$ cat config.mk
export PLATFORM = sky130hd
export DESIGN_NAME = vga_board_capture_flat
export DESIGN_NICKNAME = d
export VERILOG_FILES = /design/src/rtl/vga_board_capture_pkg.sv /design/src/rtl/vga_board_capture_if.sv /design/src/rtl/vga_board_capture_sync_tracker.sv /design/src/rtl/vga_board_capture.sv /design/src/flat_wrapper.sv
export SDC_FILE = /design/constraint.sdc
export NUM_CORES = 1
export LEC_CHECK = 0
export ABC_AREA = 1
export ABC_CLOCK_PERIOD_IN_PS = 3600
export CAP_MARGIN = 10
export CORE_UTILIZATION = 59
export CTS_CLUSTER_SIZE = 20
export DETAILED_ROUTE_END_ITERATION = 10
export PLACE_DENSITY = 0.84
export SLEW_MARGIN = 0
export SYNTH_ARGS = -nofsm -noshare
export SYNTH_HDL_FRONTEND = slang
export SYNTH_SLANG_ARGS = --single-unit
$ cat constraint.sdc
create_clock -name clk_25mhz -period 3.6 [get_ports clk_25mhz]
set_input_delay 0.72 -clock clk_25mhz [delete_from_list [all_inputs] [get_ports clk_25mhz]]
set_output_delay 0.72 -clock clk_25mhz [all_outputs]
set_load 0.02 [all_outputs]
$ cat src/rtl/vga_board_capture_pkg.sv
// Shared timing constants, token/board types and the receiver FSM states for the
// VGA board capture path.
package vga_pkg;

  localparam int unsigned VGA_H_TOTAL  = 800;
  localparam int unsigned VGA_V_TOTAL  = 525;
  localparam int unsigned VGA_H_OFFSET = 144;
  localparam int unsigned VGA_V_OFFSET = 35;
  localparam int unsigned VGA_H_ACTIVE = 640;
  localparam int unsigned VGA_V_ACTIVE = 480;
  localparam int unsigned VGA_GRID_X0  = 40;
  localparam int unsigned VGA_GRID_Y0  = 30;
  localparam int unsigned VGA_CELL_W   = 80;
  localparam int unsigned VGA_CELL_H   = 70;
  localparam logic [7:0]  VGA_THRESH   = 8'd128;

  localparam int unsigned ROWS = 6;
  localparam int unsigned COLS = 7;
  localparam int unsigned HCW  = 11;
  localparam int unsigned VCW  = 10;

  typedef enum logic [1:0] {
    EMPTY = 2'b00,
    P1    = 2'b01,
    P2    = 2'b10
  } token_t;

  // Bit-plane layout: [bit][row][col].
  typedef logic [1:0][0:ROWS-1][0:COLS-1] board_t;

  typedef enum logic [1:0] {
    SEARCH,
    ALIGN,
    LOCKED
  } rx_state_t;

  function automatic token_t classify(input logic [7:0] r, input logic [7:0] g,
                                      input logic [7:0] b, input logic [7:0] th);
    logic rh, gh, bh;
    rh = (r >= th);
    gh = (g >= th);
    bh = (b >= th);
    if (rh && gh && !bh) return P2;
    if (rh && !gh && !bh) return P1;
    return EMPTY;
  endfunction

endpackage

$ cat src/rtl/vga_board_capture_if.sv
// VGA stream bundle: sync strobes plus RGB, driven by the controller (master)
// and observed by the capture block (slave).
interface vga_board_capture_if;
  logic       h_sync;
  logic       v_sync;
  logic [7:0] red;
  logic [7:0] green;
  logic [7:0] blue;

  modport master (output h_sync, v_sync, red, green, blue);
  modport slave  (input  h_sync, v_sync, red, green, blue);
endinterface

$ cat src/rtl/vga_board_capture_sync_tracker.sv
// Sync recovery: input registers, edge detect, h/v counters, period checks and the
// lock FSM. Emits aligned pixel data with x/y coordinates and frame strobes.
module vga_sync_tracker
  import vga_pkg::*;
#(
  parameter int unsigned H_TOTAL  = VGA_H_TOTAL,
  parameter int unsigned V_TOTAL  = VGA_V_TOTAL,
  parameter int unsigned H_OFFSET = VGA_H_OFFSET,
  parameter int unsigned V_OFFSET = VGA_V_OFFSET,
  parameter int unsigned H_ACTIVE = VGA_H_ACTIVE,
  parameter int unsigned V_ACTIVE = VGA_V_ACTIVE
) (
  input  logic               clk_25mhz,
  input  logic               reset_n,
  vga_board_capture_if.slave vga,
  output logic [9:0]         x,
  output logic [9:0]         y,
  output logic               pix_valid,
  output logic [7:0]         px_red,
  output logic [7:0]         px_green,
  output logic [7:0]         px_blue,
  output logic               frame_edge,
  output logic               frame_clean,
  output logic               locked,
  output logic               sync_err
);

  localparam logic [HCW-1:0] H_LAST    = HCW'(H_TOTAL - 1);
  localparam logic [HCW-1:0] H_TIMEOUT = HCW'(2 * H_TOTAL);
  localparam logic [HCW-1:0] H_X0      = HCW'(H_OFFSET);
  localparam logic [HCW-1:0] H_X1      = HCW'(H_OFFSET + H_ACTIVE);
  localparam logic [VCW-1:0] V_END     = VCW'(V_TOTAL);
  localparam logic [VCW-1:0] V_Y0      = VCW'(V_OFFSET);
  localparam logic [VCW-1:0] V_Y1      = VCW'(V_OFFSET + V_ACTIVE);

  logic           hs_q, hs_d, vs_q, vs_d;
  logic [7:0]     r_q, g_q, b_q;
  logic           hs_fall, vs_fall, viol;
  logic [HCW-1:0] h_cnt;
  logic [VCW-1:0] v_cnt;
  rx_state_t      state;

  // RGB gets a second stage so that px_* lines up with the index h_cnt reports.
  always_ff @(posedge clk_25mhz or negedge reset_n) begin
    if (!reset_n) begin
      hs_q <= 1'b1;  hs_d <= 1'b1;
      vs_q <= 1'b1;  vs_d <= 1'b1;
      r_q  <= '0;    g_q  <= '0;    b_q  <= '0;
      px_red <= '0;  px_green <= '0; px_blue <= '0;
    end else begin
      hs_q <= vga.h_sync;  hs_d <= hs_q;
      vs_q <= vga.v_sync;  vs_d <= vs_q;
      r_q  <= vga.red;     g_q  <= vga.green;  b_q <= vga.blue;
      px_red <= r_q;       px_green <= g_q;    px_blue <= b_q;
    end
  end

  always_comb begin
    hs_fall = hs_d & ~hs_q;
    vs_fall = vs_d & ~vs_q;
    viol    = (state != SEARCH) &&
              ((hs_fall && (h_cnt != H_LAST)) ||
               (vs_fall && (v_cnt != V_END))  ||
               (h_cnt >= H_TIMEOUT));
    x         = 10'(h_cnt - H_X0);
    y         = 10'(v_cnt - V_Y0);
    pix_valid = (h_cnt >= H_X0) && (h_cnt < H_X1) && (v_cnt >= V_Y0) && (v_cnt < V_Y1);
  end

  always_ff @(posedge clk_25mhz or negedge reset_n) begin
    if (!reset_n) begin
      h_cnt <= '0;
      v_cnt <= '0;
    end else begin
      if (hs_fall) h_cnt <= '0;
      else if (h_cnt != '1) h_cnt <= h_cnt + 1'b1;
      // A coincident hsync fall counts as the first line of the new frame.
      if (vs_fall) v_cnt <= hs_fall ? VCW'(1) : '0;
      else if (hs_fall && (v_cnt != '1)) v_cnt <= v_cnt + 1'b1;
    end
  end

  always_ff @(posedge clk_25mhz or negedge reset_n) begin
    if (!reset_n) begin
      state       <= SEARCH;
      locked      <= 1'b0;
      sync_err    <= 1'b0;
      frame_edge  <= 1'b0;
      frame_clean <= 1'b0;
    end else begin
      sync_err   <= 1'b0;
      frame_edge <= 1'b0;
      case (state)
        SEARCH: if (vs_fall) state <= ALIGN;
        ALIGN, LOCKED: begin
          if (viol) begin
            state       <= SEARCH;
            locked      <= 1'b0;
            sync_err    <= 1'b1;
            frame_clean <= 1'b0;
          end else if (vs_fall) begin
            state       <= LOCKED;
            locked      <= 1'b1;
            frame_edge  <= 1'b1;
            frame_clean <= (state == LOCKED);
          end
        end
        default: state <= SEARCH;
      endcase
    end
  end

endmodule

$ cat src/rtl/vga_board_capture.sv
// Captures the 6x7 board from a looped-back VGA stream and publishes it once per
// clean frame. Optional VGA_RX_DEBOUNCE_EN: publish only when two frames agree.
module vga_board_capture
  import vga_pkg::*;
#(
  parameter int unsigned H_TOTAL  = VGA_H_TOTAL,
  parameter int unsigned V_TOTAL  = VGA_V_TOTAL,
  parameter int unsigned H_OFFSET = VGA_H_OFFSET,
  parameter int unsigned V_OFFSET = VGA_V_OFFSET,
  parameter int unsigned GRID_X0  = VGA_GRID_X0,
  parameter int unsigned GRID_Y0  = VGA_GRID_Y0,
  parameter int unsigned CELL_W   = VGA_CELL_W,
  parameter int unsigned CELL_H   = VGA_CELL_H,
  parameter logic [7:0]  THRESH   = VGA_THRESH
) (
  input  logic               clk_25mhz,
  input  logic               reset_n,
  vga_board_capture_if.slave vga,
  output board_t             tablero_out,
  output logic               frame_done,
  output logic               locked,
  output logic               sync_err,
  output logic [7:0]         frame_cnt
);

  logic [9:0] x, y;
  logic       pix_valid;
  logic [7:0] px_red, px_green, px_blue;
  logic       frame_edge, frame_clean;
  token_t     tok;
  board_t     shadow;
  logic       publish_ok;

  vga_sync_tracker #(
    .H_TOTAL  (H_TOTAL),
    .V_TOTAL  (V_TOTAL),
    .H_OFFSET (H_OFFSET),
    .V_OFFSET (V_OFFSET),
    .H_ACTIVE (VGA_H_ACTIVE),
    .V_ACTIVE (VGA_V_ACTIVE)
  ) u_sync (
    .clk_25mhz   (clk_25mhz),
    .reset_n     (reset_n),
    .vga         (vga),
    .x           (x),
    .y           (y),
    .pix_valid   (pix_valid),
    .px_red      (px_red),
    .px_green    (px_green),
    .px_blue     (px_blue),
    .frame_edge  (frame_edge),
    .frame_clean (frame_clean),
    .locked      (locked),
    .sync_err    (sync_err)
  );

  always_comb tok = classify(px_red, px_green, px_blue, THRESH);

  always_ff @(posedge clk_25mhz or negedge reset_n) begin
    if (!reset_n) begin
      shadow <= '0;
    end else if (sync_err) begin
      shadow <= '0;
    end else if (pix_valid) begin
      for (int unsigned r = 0; r < ROWS; r++)
        for (int unsigned c = 0; c < COLS; c++)
          if ((y == 10'(GRID_Y0 + r * CELL_H + CELL_H / 2)) &&
              (x == 10'(GRID_X0 + c * CELL_W + CELL_W / 2))) begin
            shadow[1][3'(r)][3'(c)] <= tok[1];
            shadow[0][3'(r)][3'(c)] <= tok[0];
          end
    end
  end

`ifdef VGA_RX_DEBOUNCE_EN
  board_t shadow_prev;

  // The compare copy also tracks the measure-only frame so the first locked frame can publish.
  always_ff @(posedge clk_25mhz or negedge reset_n) begin
    if (!reset_n)        shadow_prev <= '0;
    else if (sync_err)   shadow_prev <= '0;
    else if (frame_edge) shadow_prev <= shadow;
  end

  always_comb publish_ok = (shadow == shadow_prev);
`else
  always_comb publish_ok = 1'b1;
`endif

  always_ff @(posedge clk_25mhz or negedge reset_n) begin
    if (!reset_n) begin
      tablero_out <= '0;
      frame_done  <= 1'b0;
      frame_cnt   <= '0;
    end else begin
      frame_done <= 1'b0;
      if (frame_edge && frame_clean && publish_ok) begin
        tablero_out <= shadow;
        frame_done  <= 1'b1;
        frame_cnt   <= frame_cnt + 8'd1;
      end
    end
  end

endmodule
$ cat src/flat_wrapper.sv
// flat-port wrapper written by rule: the top's interface ports become plain ports
module vga_board_capture_flat import vga_pkg::*;
#(
  parameter int unsigned H_TOTAL  = VGA_H_TOTAL,
  parameter int unsigned V_TOTAL  = VGA_V_TOTAL,
  parameter int unsigned H_OFFSET = VGA_H_OFFSET,
  parameter int unsigned V_OFFSET = VGA_V_OFFSET,
  parameter int unsigned GRID_X0  = VGA_GRID_X0,
  parameter int unsigned GRID_Y0  = VGA_GRID_Y0,
  parameter int unsigned CELL_W   = VGA_CELL_W,
  parameter int unsigned CELL_H   = VGA_CELL_H,
  parameter logic [7:0]  THRESH   = VGA_THRESH
)
  (clk_25mhz, reset_n, tablero_out, frame_done, locked, sync_err, frame_cnt, vga_h_sync, vga_v_sync, vga_red, vga_green, vga_blue);
  vga_board_capture_if vga_i ();
  input  logic clk_25mhz;
  input  logic reset_n;
  output board_t tablero_out;
  output logic frame_done;
  output logic locked;
  output logic sync_err;
  output logic [7:0] frame_cnt;
  input wire logic [$bits(vga_i.h_sync)-1:0] vga_h_sync;
  input wire logic [$bits(vga_i.v_sync)-1:0] vga_v_sync;
  input wire logic [$bits(vga_i.red)-1:0] vga_red;
  input wire logic [$bits(vga_i.green)-1:0] vga_green;
  input wire logic [$bits(vga_i.blue)-1:0] vga_blue;
  assign vga_i.h_sync = vga_h_sync;
  assign vga_i.v_sync = vga_v_sync;
  assign vga_i.red = vga_red;
  assign vga_i.green = vga_green;
  assign vga_i.blue = vga_blue;
  vga_board_capture #(.H_TOTAL(H_TOTAL), .V_TOTAL(V_TOTAL), .H_OFFSET(H_OFFSET), .V_OFFSET(V_OFFSET), .GRID_X0(GRID_X0), .GRID_Y0(GRID_Y0), .CELL_W(CELL_W), .CELL_H(CELL_H), .THRESH(THRESH)) u_core (.clk_25mhz(clk_25mhz), .reset_n(reset_n), .vga(vga_i), .tablero_out(tablero_out), .frame_done(frame_done), .locked(locked), .sync_err(sync_err), .frame_cnt(frame_cnt));
endmodule
== After elaboration in Yosys (flattened, before gate mapping) ==
Cells that the tools add are included.

* $add $sub $neg: 5
* Magnitude comparators: 8
* Eq/ne operators: 21
* Mux-type cells: 112
* Bitwise operators: 4
* Reductions and logical operators: 151

{| class="wikitable"
|+ Operator list
! cell !! count
|-
| $mux 84 || 2
|-
| $mux 1 || 98
|-
| $reduce_bool 2->1 || 47
|-
| $reduce_and 2->1 || 44
|-
| $eq 10x9->1 const B || 6
|-
| $logic_and 1x1->1 || 54
|-
| $eq 10x8->1 const B || 4
|-
| $ge 8x8->1 const B || 3
|-
| $mux 11 || 2
|-
| $eq 10x7->1 const B || 2
|-
| $mux 10 || 2
|-
| $ne 10x10->1 const B || 2
|-
| $mux 2 || 7
|-
| $add 11x1->11 const B || 1
|-
| $ge 11x11->1 const B || 1
|-
| $ge 11x8->1 const B || 1
|-
| $lt 11x10->1 const B || 1
|-
| $ne 11x10->1 const B || 1
|-
| $ne 11x11->1 const B || 1
|-
| $add 10x1->10 const B || 1
|-
| $eq 10x10->1 const B || 1
|-
| $ge 10x6->1 const B || 1
|-
| $lt 10x10->1 const B || 1
|-
| $sub 10x6->10 const B || 1
|-
| 13 further kinds || 17
|}

* Flip-flop bits (word level): 256
* Input bits: 28
* Output and inout port bits: 95

== Depth between registers and ports, before layout ==
* Depth in word-level cells: 11
* Gate-level depth with buffers: 14

== Hierarchy ==
From an unflattened synthesis, not the netlist that was laid out.

* Cell total of the unflattened synthesis: 1222
* Area, all modules: 10909.2 um2

{| class="wikitable"
|+ By module, submodules not included
! module !! times used !! cells an instance !! area each (um2)
|-
| vga_board_capture || 1 || 894 || 7609.8
|-
| vga_sync_tracker || 1 || 328 || 3299.4
|}

== Least setup slack after synthesis ==
No wires, ideal clock.

* Path kind: register -> register
* Start point: register u_core.u_sync.v_cnt[0]
* End point: register u_core.shadow[63] in the netlist's numbering
* Arrival time: 1.783 ns
* Required time: 3.534 ns
* Path slack: 1.751 ns
* Stages on the path, launching flop included: 12
* Path buffers: 1
* Period minus slack after synthesis: 1.849 ns
* Cell sequence: dfrtp_1 ha_1 nor2_2 nand2_4 nand2_4 nand3_1 nand2_1 nand2_4 nor3_4 buf_4 nand3_1 nand2_1

* Word-level cells in the longest chain between the ends: 5

{| class="wikitable"
|+ RTL lines
! what !! RTL line !! source
|-
| start: declaration || vga_board_capture_sync_tracker.sv:40 || <nowiki>logic [VCW-1:0] v_cnt;</nowiki>
|-
| start signal: assignment || vga_board_capture_sync_tracker.sv:78 || <nowiki>if (vs_fall) v_cnt <= hs_fall ? VCW'(1) : '0;</nowiki>
|-
| start signal: assignment || vga_board_capture_sync_tracker.sv:79 || <nowiki>else if (hs_fall && (v_cnt != '1)) v_cnt <= v_cnt + 1'b1;</nowiki>
|-
| $sub 10x6->10 or $ge 10x6->1 (tied branches) || vga_board_capture_sync_tracker.sv:66, vga_board_capture_sync_tracker.sv:67 ||
|-
| $eq 10x8->1 or $logic_and 1x1->1 (tied branches) || vga_board_capture.sv:67, vga_board_capture_sync_tracker.sv:67 ||
|-
| $logic_and 1x1->1, on equally long branches || vga_board_capture.sv:67, vga_board_capture_sync_tracker.sv:67 ||
|-
| $reduce_bool 2->1 (no source line) || n/a ||
|-
| $reduce_and 2->1 (no source line) (*) || n/a ||
|-
| end signal: indexed assignment || vga_board_capture.sv:69 || <nowiki>shadow[1][3'(r)][3'(c)] <= tok[1];</nowiki>
|-
| end signal: indexed assignment || vga_board_capture.sv:70 || <nowiki>shadow[0][3'(r)][3'(c)] <= tok[0];</nowiki>
|-
| end: declaration || vga_board_capture.sv:31 || <nowiki>board_t shadow;</nowiki>
|}

Every way passes the cells marked *; elsewhere a longest branch is shown, timed or not.
A chain may end at the register's enable or synchronous reset.

== Worst setup path in the final report ==
* Start point: register u_core.u_sync.v_cnt[1]
* End point: register u_core.shadow[63] in the netlist's numbering

Same word-level chain as after synthesis.

==> flow_metrics.env <==
export IMPL_grt_pass1_wl_mm=38.49
export IMPL_ir_drop_mv=0.4264
export IMPL_worst_pin_slew_ns=0.9110
export IMPL_switching_share_pct=25.71
export IMPL_slew_limit_headroom_pct=39.27
export IMPL_leakage_nw=6.161
export IMPL_p_clk_share_pct=43.4
export IMPL_p_sw_mw=1.400
export IMPL_synth_top_family_by_area="simple AND/OR/NAND/NOR gates"
export IMPL_place_congestion=0.8893
export IMPL_synth_edff_count=0
export IMPL_fin_crit_ns=2.487
export IMPL_path_class="register to register"
export IMPL_cts_repair_resized=0
export IMPL_syn_num_nets=1203
export IMPL_areaGrowthSynthToFinish_pct=19.09
export IMPL_crit_fanout=10
export IMPL_grt_pass1_vias=7670
export IMPL_start_util_pct=61.26
export IMPL_die_width_um=131.1
export IMPL_dieArea_um2=17190
export IMPL_status="finished clean"
export IMPL_clkTransAtPathRegs_ns=0.06
export IMPL_ys_ff_latch=214
export IMPL_via_per_inst=5.707
export IMPL_diodes=0
export IMPL_core_area_um2=16060
export IMPL_crit_required_ns=3.98
export IMPL_postCtsSetupRepairBufs=0
export IMPL_wirelength_mm=22.87
export IMPL_drt_iter0_markers=659
export IMPL_power_density_nw_per_um2=464.8
export IMPL_synth_area_top_cells="dfrtp_1, nand2_1, nand3_1, inv_1, nor2_1"
export IMPL_maxSlewViolCount=0
export IMPL_avgSynthCellArea_um2=8.451
export IMPL_period_share_pct=69.08
export IMPL_fin_skew_ns=0.01575
export IMPL_nets=1282
export IMPL_tns_ns=0
export IMPL_hold_path_class="input pin to asynchronous set/reset pin"
export IMPL_yosysTopAreaCell="dfrtp_1"
export IMPL_dp_final_hpwl_mm=14.57
export IMPL_finalPower_mw=5.445
export IMPL_synth_warnings=0
export IMPL_ioPinCount=123
export IMPL_setup_violations=0
export IMPL_drc_errors=0
export IMPL_io_buffer_count=101
export IMPL_synth_ff_type="dfrtp_1"
export IMPL_worst_setup_path_start_kind="register"
export IMPL_multi_input_area_um2=3985
export IMPL_die_y_um=131.1
export IMPL_nFillCells=1157
export IMPL_synth_fa_ha_area_share_pct=1.399
export IMPL_yosys_area_share_simple_pct=36.49
export IMPL_pwr_share_comb_pct=10.3
export IMPL_row_count=46
export IMPL_crit_path_end_kind="register"
export IMPL_regArea_um2=5360
export IMPL_track_usage_pct=27.21
export IMPL_maxCapViolCount=0
export IMPL_synth_top_cell_area_share_pct=53.42
export IMPL_reg2regPathDepth=13
export IMPL_antenna_left=0
export IMPL_ys_seq_area_share_pct=54.49
export IMPL_htree_num_levels=1
export IMPL_synthXorXnorAreaFrac_pct=0.8904
export IMPL_arrival_ns=2.87
export IMPL_cts_buffers=22
export IMPL_cts_tree="built"
export IMPL_cts_hold_fix_buffers=0
export IMPL_synthesis_area_um2=9837
export IMPL_rsz0062_at_grt="false"
export IMPL_root_buffer="clkbuf_16"
export IMPL_insertion_delay_ns=0.51
export IMPL_vias=8412
export IMPL_cts_sinks=214
export IMPL_synthArstFlopShare_pct=100.0
export IMPL_synth_compound_gate_area_share_pct=1.654
export IMPL_drtPass1Iterations=5
export IMPL_hold_viol=0
export IMPL_grt_max_degree=87
export IMPL_synth_mux_area_share_pct=0
export IMPL_antenna_found_initial=0
export IMPL_synthDistinctLibCells=37
export IMPL_power_frac_seq_pct=46.3
export IMPL_wl_per_cell_um=15.51
export IMPL_timing_fmax_mhz=402.1
export IMPL_overflow=0
export IMPL_clockBufferDepth=3
export IMPL_syn_inst=1164
export IMPL_post_route_cells_drive_above_1_share_pct=8.347
export IMPL_p_int_mw=4.045
==> power groups by stage <==
| stage | combinational (mW) | sequential (mW) | clock [mW] |
|---|---|---|---|
| final | 0.561 | 2.52 | 2.36 |
| after global routing | 0.632 | 2.53 | 2.48 |
| after CTS | 0.564 | 2.52 | 2.40 |
| after detailed placement | 0.561 | 2.57 | 0 |
| after global placement | 0.545 | 2.56 | 0 |
| after floorplan | 0.360 | 2.57 | 0 |
==> per-stage QoR <==
stage               hold WS (ns)  instance area, µm²  worst slack, ns  util [%]  cells
floorplan                 0.3312                9837            1.751         -   1164
global placement          0.3312               10940            1.183     68.15   1435
detailed placement        0.3355               10940            1.149     68.15   1435
CTS                       0.2634               11720            1.110     72.95   1474
global route              0.2893               11720           0.9223     72.95   1474
finish                    0.2369               11720            1.113     72.95   1474
==> area by class of cell <==
class,count,share of cell area [%]
clock buffers,31,5.671
inverters,57,1.826
well taps,216,2.307
repair buffers,111,9.516
flip-flops and latches,214,45.75
clock inverters,8,0.9078
multi-input cells,837,34.02
==> cells in the mapped netlist (2+ instances only) <==
cell	number
ha_1	11
nand3_2	4
inv_2	2
or2_2	2
a21oi_1	13
buf_1	9
nor2_1	39
nand2_1	438
o21ai_0	15
dfrtp_1	210
nor3_4	4
nand4_1	20
dfstp_2	4
nor2_4	5
buf_6	4
nor4_1	2
xor2_1	5
nor3_1	9
xnor2_1	5
nand2_4	3
clkbuf_1	29
nor2_8	4
buf_4	5
buf_2	8
nand3_1	230
inv_1	54
nor3_2	2
nor2_2	11
nand2_2	9
==> metal layers <==
layer	routed length [µm]	up-vias	GRT usage, %	share of wire (%)
met5	0	-	0	0
met4	697	0	8.039	3.0
met3	1363	45	3.279	6.0
met2	10850	337	43.56	47
met1	9959	4080	39.17	44
li1	-	3950	-	-
==> registers in the layout, summed over array words and instances (netlist names), 2 cells and up <==
| signal | count |
|---|---|
| u_core.shadow | 84 |
| u_core.frame_cnt | 8 |
| u_core.u_sync.v_cnt | 10 |
| u_core.u_sync.h_cnt | 11 |
| u_core.tablero_out | 84 |
| u_core.u_sync.state | 2 |
==> placed cells by master, fill, tap and decap left out, types with 3 or more instances in the layout <==
cell             count
inv_1               53
clkinv_2             3
xor2_1               5
dfstp_2              4
nand2_4              3
nor3_4               4
xnor2_1              5
nor2_2              13
inv_2                4
nor2_8               4
nor2_4               5
clkbuf_8             9
clkdlybuf4s50_1    100
nand2_1            437
dfrtp_1            210
nor2_1              37
nand3_2              4
buf_4                8
ha_1                11
nand3_1            230
nand2_2             10
nand4_1             20
nor3_1               9
o21ai_0             15
a21oi_1             13
clkbuf_16           22
==> worst paths after layout <==
kind | startpoint | end | slack [ns]
min in group clk_25mhz | u_core.u_sync.g_q[7] | u_core.u_sync.px_green[7] | 0.35
hold / removal | reset_n | u_core.tablero_out[16] | 0.24
setup / recovery | u_core.u_sync.v_cnt[1] | u_core.shadow[63] | 1.11
max in group asynchronous | reset_n | u_core.u_sync.vs_q | 2.51
hold reg to reg | u_core.u_sync.g_q[7] | u_core.u_sync.px_green[7] | 0.35
setup reg to reg | u_core.u_sync.v_cnt[1] | u_core.shadow[63] | 1.11
==> logic make-up (layout without fill, tap and decap cells) <==
group,Yosys count,in the layout
adder cells (fa/ha/maj),11,11
buffers and inverters,113,207
XOR/XNOR,10,10
AND/OR/NAND/NOR,785,785
AO/OA/AOI/OAI,31,31
flip-flops,214,214
==> critical path: stages (launching register included) <==
cell     delay, ns
dfrtp_1       0.41
ha_1          0.25
nor2_2        0.08
nand2_4       0.10
nand2_4       0.07
nand2_2       0.08
nand2_1       0.05
nand2_1       0.08
nand3_2       0.26
buf_4         0.31
nor2_4        0.30
nand2_1       0.16
nand3_1       0.13
nand2_1       0.08
Note: power is estimated with default switching activity, not from simulation.
